$ cat config.mk
export PLATFORM = sky130hd
export DESIGN_NAME = act_arbiter_flat
export DESIGN_NICKNAME = d
export VERILOG_FILES = /design/src/rtl/act_arbiter_if.sv /design/src/rtl/act_arbiter.sv /design/src/flat_wrapper.sv
export SDC_FILE = /design/constraint.sdc
export NUM_CORES = 1
export LEC_CHECK = 0
export CAP_MARGIN = 5
export CORE_MARGIN = 3
export CORE_UTILIZATION = 39
export CTS_CLUSTER_SIZE = 30
export DETAILED_ROUTE_END_ITERATION = 7
export PLACE_DENSITY = 0.8
export REMOVE_ABC_BUFFERS = 1
export SYNTH_ARGS = -nofsm -noshare
export SYNTH_HDL_FRONTEND = slang
export SYNTH_SLANG_ARGS = --single-unit
$ cat constraint.sdc
create_clock -name clk -period 2.3 [get_ports clk]
set_input_delay 0.23 -clock clk [delete_from_list [all_inputs] [get_ports clk]]
set_output_delay 0.23 -clock clk [all_outputs]
set_load 0.01 [all_outputs]
$ cat src/rtl/act_arbiter_if.sv
// Request/response and act_mem bus bundle for act_arbiter.
// slave is the arbiter's view; master is the requesters plus act_mem.
interface act_arbiter_if #(
    parameter int BLOCK_COUNT_BITS = 6,
    parameter int ENTRY_W          = 8
);
    logic                        m_req_valid;
    logic                        m_req_ready;
    logic                        m_req_we;
    logic [BLOCK_COUNT_BITS-1:0] m_req_addr;
    logic [ENTRY_W-1:0]          m_req_wdata;
    logic                        m_resp_valid;
    logic [ENTRY_W-1:0]          m_resp_rdata;

    logic                        d_req_valid;
    logic                        d_req_ready;
    logic                        d_req_we;
    logic [BLOCK_COUNT_BITS-1:0] d_req_addr;
    logic [ENTRY_W-1:0]          d_req_wdata;
    logic                        d_resp_valid;
    logic [ENTRY_W-1:0]          d_resp_rdata;

    logic                        act_cs;
    logic                        act_sel;
    logic                        act_m_we;
    logic [BLOCK_COUNT_BITS-1:0] act_m_addr;
    logic [ENTRY_W-1:0]          act_m_wdata;
    logic                        act_d_we;
    logic [BLOCK_COUNT_BITS-1:0] act_d_addr;
    logic [ENTRY_W-1:0]          act_d_wdata;
    logic [ENTRY_W-1:0]          act_m_rdata;
    logic [ENTRY_W-1:0]          act_d_rdata;
    logic                        act_bsy;

    modport master (
        output m_req_valid, m_req_we, m_req_addr, m_req_wdata,
        input  m_req_ready, m_resp_valid, m_resp_rdata,
        output d_req_valid, d_req_we, d_req_addr, d_req_wdata,
        input  d_req_ready, d_resp_valid, d_resp_rdata,
        input  act_cs, act_sel,
        input  act_m_we, act_m_addr, act_m_wdata,
        input  act_d_we, act_d_addr, act_d_wdata,
        output act_m_rdata, act_d_rdata, act_bsy
    );

    modport slave (
        input  m_req_valid, m_req_we, m_req_addr, m_req_wdata,
        output m_req_ready, m_resp_valid, m_resp_rdata,
        input  d_req_valid, d_req_we, d_req_addr, d_req_wdata,
        output d_req_ready, d_resp_valid, d_resp_rdata,
        output act_cs, act_sel,
        output act_m_we, act_m_addr, act_m_wdata,
        output act_d_we, act_d_addr, act_d_wdata,
        input  act_m_rdata, act_d_rdata, act_bsy
    );
endinterface

$ cat src/rtl/act_arbiter.sv
// Round-robin arbiter sharing act_mem between the malloc and dealloc engines.
// Optional statistics counters are enabled with `define ACT_ARB_STATS_EN.
module act_arbiter #(
    parameter int GUARD_CYCLES     = 1,
    parameter int BLOCK_COUNT_BITS = 6,
    parameter int ENTRY_W          = 8
) (
    input  logic          clk,
    input  logic          rst_n,
    act_arbiter_if.slave  bus,
    output logic          arb_busy
`ifdef ACT_ARB_STATS_EN
    ,
    output logic [15:0]   m_grant_cnt,
    output logic [15:0]   d_grant_cnt,
    output logic [15:0]   conflict_cnt,
    output logic [7:0]    drop_cnt
`endif
);

    localparam int GUARD_LOAD = (GUARD_CYCLES < 1) ? 1 : GUARD_CYCLES;
    localparam int GUARD_W    = (GUARD_LOAD < 2) ? 1 : $clog2(GUARD_LOAD + 1);

    typedef enum logic [2:0] {
        INIT,
        GUARD,
        IDLE,
        ISSUE,
        WAIT
    } state_t;

    state_t                      state;
    state_t                      state_next;
    logic [GUARD_W-1:0]          guard_cnt;
    logic [GUARD_W-1:0]          guard_next;
    logic                        rr_last;
    logic                        op_we;
    logic                        op_sel;
    logic [BLOCK_COUNT_BITS-1:0] op_addr;
    logic [ENTRY_W-1:0]          op_wdata;
    logic [ENTRY_W-1:0]          m_rdata_q;
    logic [ENTRY_W-1:0]          d_rdata_q;

    logic grant_m;
    logic grant_d;
    logic can_accept;
    logic m_accept;
    logic d_accept;
    logic accept;
    logic issue_live;
    logic m_done;
    logic d_done;

    // rr_last=1 means dealloc was served last, so malloc wins the next tie.
    assign grant_m    = bus.m_req_valid && (!bus.d_req_valid || rr_last);
    assign grant_d    = bus.d_req_valid && (!bus.m_req_valid || !rr_last);
    assign can_accept = (state == IDLE) && !bus.act_bsy;
    assign m_accept   = can_accept && grant_m;
    assign d_accept   = can_accept && grant_d;
    assign accept     = m_accept || d_accept;

    assign bus.m_req_ready = m_accept;
    assign bus.d_req_ready = d_accept;

    // A busy act_mem in the issue cycle kills the chip select outright.
    assign issue_live  = (state == ISSUE) && !bus.act_bsy;
    assign bus.act_cs  = issue_live;
    assign bus.act_sel = issue_live && op_sel;

    assign bus.act_m_we    = issue_live && !op_sel && op_we;
    assign bus.act_m_addr  = (issue_live && !op_sel) ? op_addr  : '0;
    assign bus.act_m_wdata = (issue_live && !op_sel) ? op_wdata : '0;
    assign bus.act_d_we    = issue_live && op_sel && op_we;
    assign bus.act_d_addr  = (issue_live && op_sel) ? op_addr  : '0;
    assign bus.act_d_wdata = (issue_live && op_sel) ? op_wdata : '0;

    // act_mem registers its read data, so it is valid during WAIT; writes keep the last read value.
    assign m_done            = (state == WAIT) && !op_sel;
    assign d_done            = (state == WAIT) && op_sel;
    assign bus.m_resp_valid  = m_done;
    assign bus.d_resp_valid  = d_done;
    assign bus.m_resp_rdata  = (m_done && !op_we) ? bus.act_m_rdata : m_rdata_q;
    assign bus.d_resp_rdata  = (d_done && !op_we) ? bus.act_d_rdata : d_rdata_q;

    assign arb_busy = (state != IDLE);

    // Next-state logic; a rising act_bsy outside INIT restarts the reset sweep wait.
    always_comb begin
        state_next = state;
        guard_next = guard_cnt;
        case (state)
            INIT: begin
                if (!bus.act_bsy) begin
                    state_next = GUARD;
                    guard_next = GUARD_W'(GUARD_LOAD);
                end
            end
            GUARD: begin
                if (bus.act_bsy) begin
                    state_next = INIT;
                end else begin
                    guard_next = guard_cnt - 1'b1;
                    if (guard_cnt <= 1) begin
                        state_next = IDLE;
                    end
                end
            end
            IDLE: begin
                if (bus.act_bsy) begin
                    state_next = INIT;
                end else if (accept) begin
                    state_next = ISSUE;
                end
            end
            ISSUE:   state_next = bus.act_bsy ? INIT : WAIT;
            WAIT:    state_next = bus.act_bsy ? INIT : IDLE;
            default: state_next = INIT;
        endcase
    end

    always_ff @(posedge clk or negedge rst_n) begin
        if (!rst_n) begin
            state     <= INIT;
            guard_cnt <= '0;
            rr_last   <= 1'b1;
            op_we     <= 1'b0;
            op_sel    <= 1'b0;
            op_addr   <= '0;
            op_wdata  <= '0;
            m_rdata_q <= '0;
            d_rdata_q <= '0;
        end else begin
            state     <= state_next;
            guard_cnt <= guard_next;
            if (accept) begin
                op_sel   <= d_accept;
                rr_last  <= d_accept;
                op_we    <= d_accept ? bus.d_req_we    : bus.m_req_we;
                op_addr  <= d_accept ? bus.d_req_addr  : bus.m_req_addr;
                op_wdata <= d_accept ? bus.d_req_wdata : bus.m_req_wdata;
            end
            if (m_done && !op_we) begin
                m_rdata_q <= bus.act_m_rdata;
            end
            if (d_done && !op_we) begin
                d_rdata_q <= bus.act_d_rdata;
            end
        end
    end

`ifdef ACT_ARB_STATS_EN
    // Saturating counters: grants per side, contended idle cycles, ops killed by act_bsy.
    always_ff @(posedge clk or negedge rst_n) begin
        if (!rst_n) begin
            m_grant_cnt  <= '0;
            d_grant_cnt  <= '0;
            conflict_cnt <= '0;
            drop_cnt     <= '0;
        end else begin
            if (m_accept && (m_grant_cnt != '1)) begin
                m_grant_cnt <= m_grant_cnt + 1'b1;
            end
            if (d_accept && (d_grant_cnt != '1)) begin
                d_grant_cnt <= d_grant_cnt + 1'b1;
            end
            if ((state == IDLE) && bus.m_req_valid && bus.d_req_valid && (conflict_cnt != '1)) begin
                conflict_cnt <= conflict_cnt + 1'b1;
            end
            if ((state == ISSUE) && bus.act_bsy && (drop_cnt != '1)) begin
                drop_cnt <= drop_cnt + 1'b1;
            end
        end
    end
`endif

endmodule

$ cat src/flat_wrapper.sv
// flat-port wrapper written by rule: the top's interface ports become plain ports
module act_arbiter_flat 
#(
    parameter int GUARD_CYCLES     = 1,
    parameter int BLOCK_COUNT_BITS = 6,
    parameter int ENTRY_W          = 8
)
  (clk, rst_n, arb_busy, bus_m_req_valid, bus_m_req_we, bus_m_req_addr, bus_m_req_wdata, bus_m_req_ready, bus_m_resp_valid, bus_m_resp_rdata, bus_d_req_valid, bus_d_req_we, bus_d_req_addr, bus_d_req_wdata, bus_d_req_ready, bus_d_resp_valid, bus_d_resp_rdata, bus_act_cs, bus_act_sel, bus_act_m_we, bus_act_m_addr, bus_act_m_wdata, bus_act_d_we, bus_act_d_addr, bus_act_d_wdata, bus_act_m_rdata, bus_act_d_rdata, bus_act_bsy);
  act_arbiter_if #(.BLOCK_COUNT_BITS(BLOCK_COUNT_BITS), .ENTRY_W(ENTRY_W)) bus_i ();
  input  logic clk;
  input  logic rst_n;
  output logic arb_busy;
  input wire logic [$bits(bus_i.m_req_valid)-1:0] bus_m_req_valid;
  input wire logic [$bits(bus_i.m_req_we)-1:0] bus_m_req_we;
  input wire logic [$bits(bus_i.m_req_addr)-1:0] bus_m_req_addr;
  input wire logic [$bits(bus_i.m_req_wdata)-1:0] bus_m_req_wdata;
  output wire logic [$bits(bus_i.m_req_ready)-1:0] bus_m_req_ready;
  output wire logic [$bits(bus_i.m_resp_valid)-1:0] bus_m_resp_valid;
  output wire logic [$bits(bus_i.m_resp_rdata)-1:0] bus_m_resp_rdata;
  input wire logic [$bits(bus_i.d_req_valid)-1:0] bus_d_req_valid;
  input wire logic [$bits(bus_i.d_req_we)-1:0] bus_d_req_we;
  input wire logic [$bits(bus_i.d_req_addr)-1:0] bus_d_req_addr;
  input wire logic [$bits(bus_i.d_req_wdata)-1:0] bus_d_req_wdata;
  output wire logic [$bits(bus_i.d_req_ready)-1:0] bus_d_req_ready;
  output wire logic [$bits(bus_i.d_resp_valid)-1:0] bus_d_resp_valid;
  output wire logic [$bits(bus_i.d_resp_rdata)-1:0] bus_d_resp_rdata;
  output wire logic [$bits(bus_i.act_cs)-1:0] bus_act_cs;
  output wire logic [$bits(bus_i.act_sel)-1:0] bus_act_sel;
  output wire logic [$bits(bus_i.act_m_we)-1:0] bus_act_m_we;
  output wire logic [$bits(bus_i.act_m_addr)-1:0] bus_act_m_addr;
  output wire logic [$bits(bus_i.act_m_wdata)-1:0] bus_act_m_wdata;
  output wire logic [$bits(bus_i.act_d_we)-1:0] bus_act_d_we;
  output wire logic [$bits(bus_i.act_d_addr)-1:0] bus_act_d_addr;
  output wire logic [$bits(bus_i.act_d_wdata)-1:0] bus_act_d_wdata;
  input wire logic [$bits(bus_i.act_m_rdata)-1:0] bus_act_m_rdata;
  input wire logic [$bits(bus_i.act_d_rdata)-1:0] bus_act_d_rdata;
  input wire logic [$bits(bus_i.act_bsy)-1:0] bus_act_bsy;
  assign bus_i.m_req_valid = bus_m_req_valid;
  assign bus_i.m_req_we = bus_m_req_we;
  assign bus_i.m_req_addr = bus_m_req_addr;
  assign bus_i.m_req_wdata = bus_m_req_wdata;
  assign bus_m_req_ready = bus_i.m_req_ready;
  assign bus_m_resp_valid = bus_i.m_resp_valid;
  assign bus_m_resp_rdata = bus_i.m_resp_rdata;
  assign bus_i.d_req_valid = bus_d_req_valid;
  assign bus_i.d_req_we = bus_d_req_we;
  assign bus_i.d_req_addr = bus_d_req_addr;
  assign bus_i.d_req_wdata = bus_d_req_wdata;
  assign bus_d_req_ready = bus_i.d_req_ready;
  assign bus_d_resp_valid = bus_i.d_resp_valid;
  assign bus_d_resp_rdata = bus_i.d_resp_rdata;
  assign bus_act_cs = bus_i.act_cs;
  assign bus_act_sel = bus_i.act_sel;
  assign bus_act_m_we = bus_i.act_m_we;
  assign bus_act_m_addr = bus_i.act_m_addr;
  assign bus_act_m_wdata = bus_i.act_m_wdata;
  assign bus_act_d_we = bus_i.act_d_we;
  assign bus_act_d_addr = bus_i.act_d_addr;
  assign bus_act_d_wdata = bus_i.act_d_wdata;
  assign bus_i.act_m_rdata = bus_act_m_rdata;
  assign bus_i.act_d_rdata = bus_act_d_rdata;
  assign bus_i.act_bsy = bus_act_bsy;
  act_arbiter #(.GUARD_CYCLES(GUARD_CYCLES), .BLOCK_COUNT_BITS(BLOCK_COUNT_BITS), .ENTRY_W(ENTRY_W)) u_core (.clk(clk), .rst_n(rst_n), .bus(bus_i), .arb_busy(arb_busy));
endmodule
==> run_results.csv, run 1 <==
group,metric,value,unit
status,status,"finished, final reports clean",
timing,report.final.setup_viol,0,
place,portBuffers,103,
critical_path,worstPathRequired,2070,ps
critical_path,crit_type,"register to primary output",
synthesis,ys.flop_type,"dfrtp_1",
floorplan,coreArea,0.00479,sq mm
layout,multi_input_area,958,sq um
layout,mostFrequentLayoutCell,"clkdlybuf4s50_1",
power,p_total,2280,uW
critical_path,cp-start-kind,"register",
timing,fin_skew,7.70,ps
critical_path,critPathSlowestCell,"dfrtp_1",
grt,grt_pass1_vias,1927,
critical_path,cp_slowest_stage_delay,430,ps
layout,mostFrequentLayoutCells,"clkdlybuf4s50_1 (52), dfrtp_1 (35), dlygate4sd2_1 (30)",
floorplan,start_util,40.7,%
layout,final_layout_size_suffix_gt1_share,25.0,%
synthesis,synth_async_sr_flop_share,100,%
grt,grt_max_degree,37,
synthesis,ys_seq_area_share,46.4,%
drt,remaining_drc_errors,0,
timing,timing.hold.ws,36.6,ps
drt,drt_iter0_drc,97,
place,hpwl,4310,microns
cts,path_clk_slew,80,ps
floorplan,row_count,25,
timing,slew_violations,0,
place,pre_cts_ws,-74.3,ps
cts,hold_buffers,0,
timing,hold_violations,0,
grt,grt_pass1_wl,10100,microns
layout,area_delta_synth_final,66.2,%
floorplan,ioPinCount,104,
synthesis,yosys_register_bits,36,
timing,fin_crit_sh,97.4,%
critical_path,crit_chain,"and4bb_2 > nor2b_4 > buf_4 > buf_6 > mux2_2 > clkdlybuf4s15_1",
run,drv_cap,0,
power,p_leak,0.00167,uW
layout,fin_nets,362,
critical_path,path_buf_inv,3,
cts,cts_root_buf,"clkbuf_8",
drt,route.vias.total,1982,
drt,drt_wl_total,6440,microns
synthesis,synthesis.area,0.00195,sq mm
synthesis,ys_types,36,
drt,dr.pass1.iters,4,
synthesis,synth.avg_cell_area,10.2,sq um
cts,cts.sinks,36,
synthesis,synth_warnings,0,
critical_path,crit_family,"buffers and inverters",
place,place_congestion,0.801,
drt,vias_per_cell,5.23,
cts,cts_buffers,5,
drt,routedWlPerCell,17.0,microns
synthesis,syn_inst,190,
power,powerDensity,706,mW/mm^2
layout,fin_util,67.6,%
floorplan,die-width,76.6,microns
grt,grt_usage,21.9,%
timing,maxSlewHeadroom,44.4,%
cts,cts_buffer_depth,2,
floorplan,die-area,0.00587,sq mm
grt,antenna_found_initial,0,
drt,ant_nets,0,
timing,fmax,446,MHz
critical_path,cp_data_arrival_time,2010,ps
grt,gr-total-overflow,0,
timing,finalCriticalPeriod,2240,ps
synthesis,synth_edf_count,0,
cts,worstSkewPairLatency,290,ps
timing,rsz0062_at_grt,"no",
timing,worst_pin_slew,833,ps
cts,cts_tree,"yes",
layout,n_antenna_cell,0,
floorplan,chipHeight,76.6,microns
cts,htree_levels,2,
worst_hold_path,hold_class,"primary input to asynchronous set/reset pin",
power,ir_drop,0.000465,V
timing,fin_ws,59.5,ps
layout,regArea,902,sq um
critical_path,crit_fanout,6,
critical_path,critical_path.endpoint_type,"primary output",
layout,fillerInstances,410,
Yosys cell counts (2+ instances only):
library cell | number | share of area [%]
nor2b_1 | 3 | 0.96
clkbuf_1 | 8 | 1.5
o21ai_0 | 6 | 1.5
buf_2 | 4 | 1.0
and3_1 | 15 | 4.8
nand2_1 | 2 | 0.39
buf_6 | 3 | 1.7
and4bb_2 | 2 | 1.3
a21oi_1 | 17 | 4.4
o21ai_1 | 8 | 2.1
buf_4 | 2 | 0.77
nand3_1 | 15 | 3.9
and2_1 | 16 | 5.1
mux2_2 | 16 | 9.3
nor2_1 | 3 | 0.58
a31oi_1 | 16 | 5.1
dfrtp_1 | 35 | 45
routing by layer:
layer / wire length [microns] / vias to the layer above / global-route usage (%)
li1: - / 932 / -
met1: 2720 / 966 / 27.7
met2: 3300 / 78 / 38.2
met3: 330 / 6 / 4.02
met4: 84 / 0 / 5.98
met5: 0 / - / 0
state kept, by name, summed over array words and instances, names as in the netlist:
signal	flops
u_core.d_rdata_q	8
u_core.m_rdata_q	8
u_core.op_wdata	8
u_core.op_addr	6
u_core.state	3
u_core.op_sel	1
u_core.op_we	1
u_core.rr_last	1
logic make-up after synthesis:
group / share of synthesized area (%)
and+or+nand+nor: 22.3
AOI/OAI and AO/OA: 15.3
DFF: 46.4
buffers and inverters: 6.30
muxes: 9.26
xor gates and xnor gates: 0.450
layout make-up:
cell class	count	area share, %
timing repair buffer	132	36.4
sequential	36	27.9
multi-input combinational	135	29.6
clock buffer	6	2.24
tap	67	2.59
clock inverter	2	1.08
inverter	1	0.116
through the flow:
stage	cells	cell area (sq um)	setup TNS [ps]
4_1_cts	375	3220	0
6_report	379	3230	0
3_5_place_dp	354	3030	-892
5_1_grt	379	3230	0
3_3_place_gp	354	3030	-221
2_1_floorplan	171	1830	0
path summary, 6_finish.rpt:
check / depth (start not counted) / start / end / slack, ps
worst max-delay path: 6 / u_core.state[1] / bus_d_resp_rdata[5] / 60
worst min-delay path: 1 / rst_n / u_core.m_rdata_q[6] / 40
worst max register to register: 5 / u_core.state[0] / u_core.op_wdata[1] / 370
worst min register to register: 1 / u_core.m_rdata_q[5] / u_core.m_rdata_q[5] / 500
max in group asynchronous: 1 / rst_n / u_core.op_wdata[5] / 1730
min in group clk: 1 / u_core.m_rdata_q[5] / u_core.m_rdata_q[5] / 500
power breakdown:
part / leakage (uW) / internal, uW / total (uW) / switching, uW
clock: 0.0000552 / 322 / 549 / 227
sequential: 0.000446 / 855 / 994 / 139
combinational: 0.00117 / 377 / 740 / 363
total: 0.00167 / 1550 / 2280 / 729
what timing repair did:
| item | CTS | global route |
|---|---|---|
| pin swaps | 2 | 2 |
| gates cloned | 1 | 0 |
| endpoints found under the setup margin | 37 | 18 |
| resized for setup | 58 | 26 |
| buffers inserted | 12 | 4 |
(Power assumes the default switching activity.)
==> inputs of run 2 (changes only) <==
Settings changed: CAP_MARGIN 5 to 20.
==> results of run 2 <==
The final DEF is identical to that of run 1; final timing and power are the same.
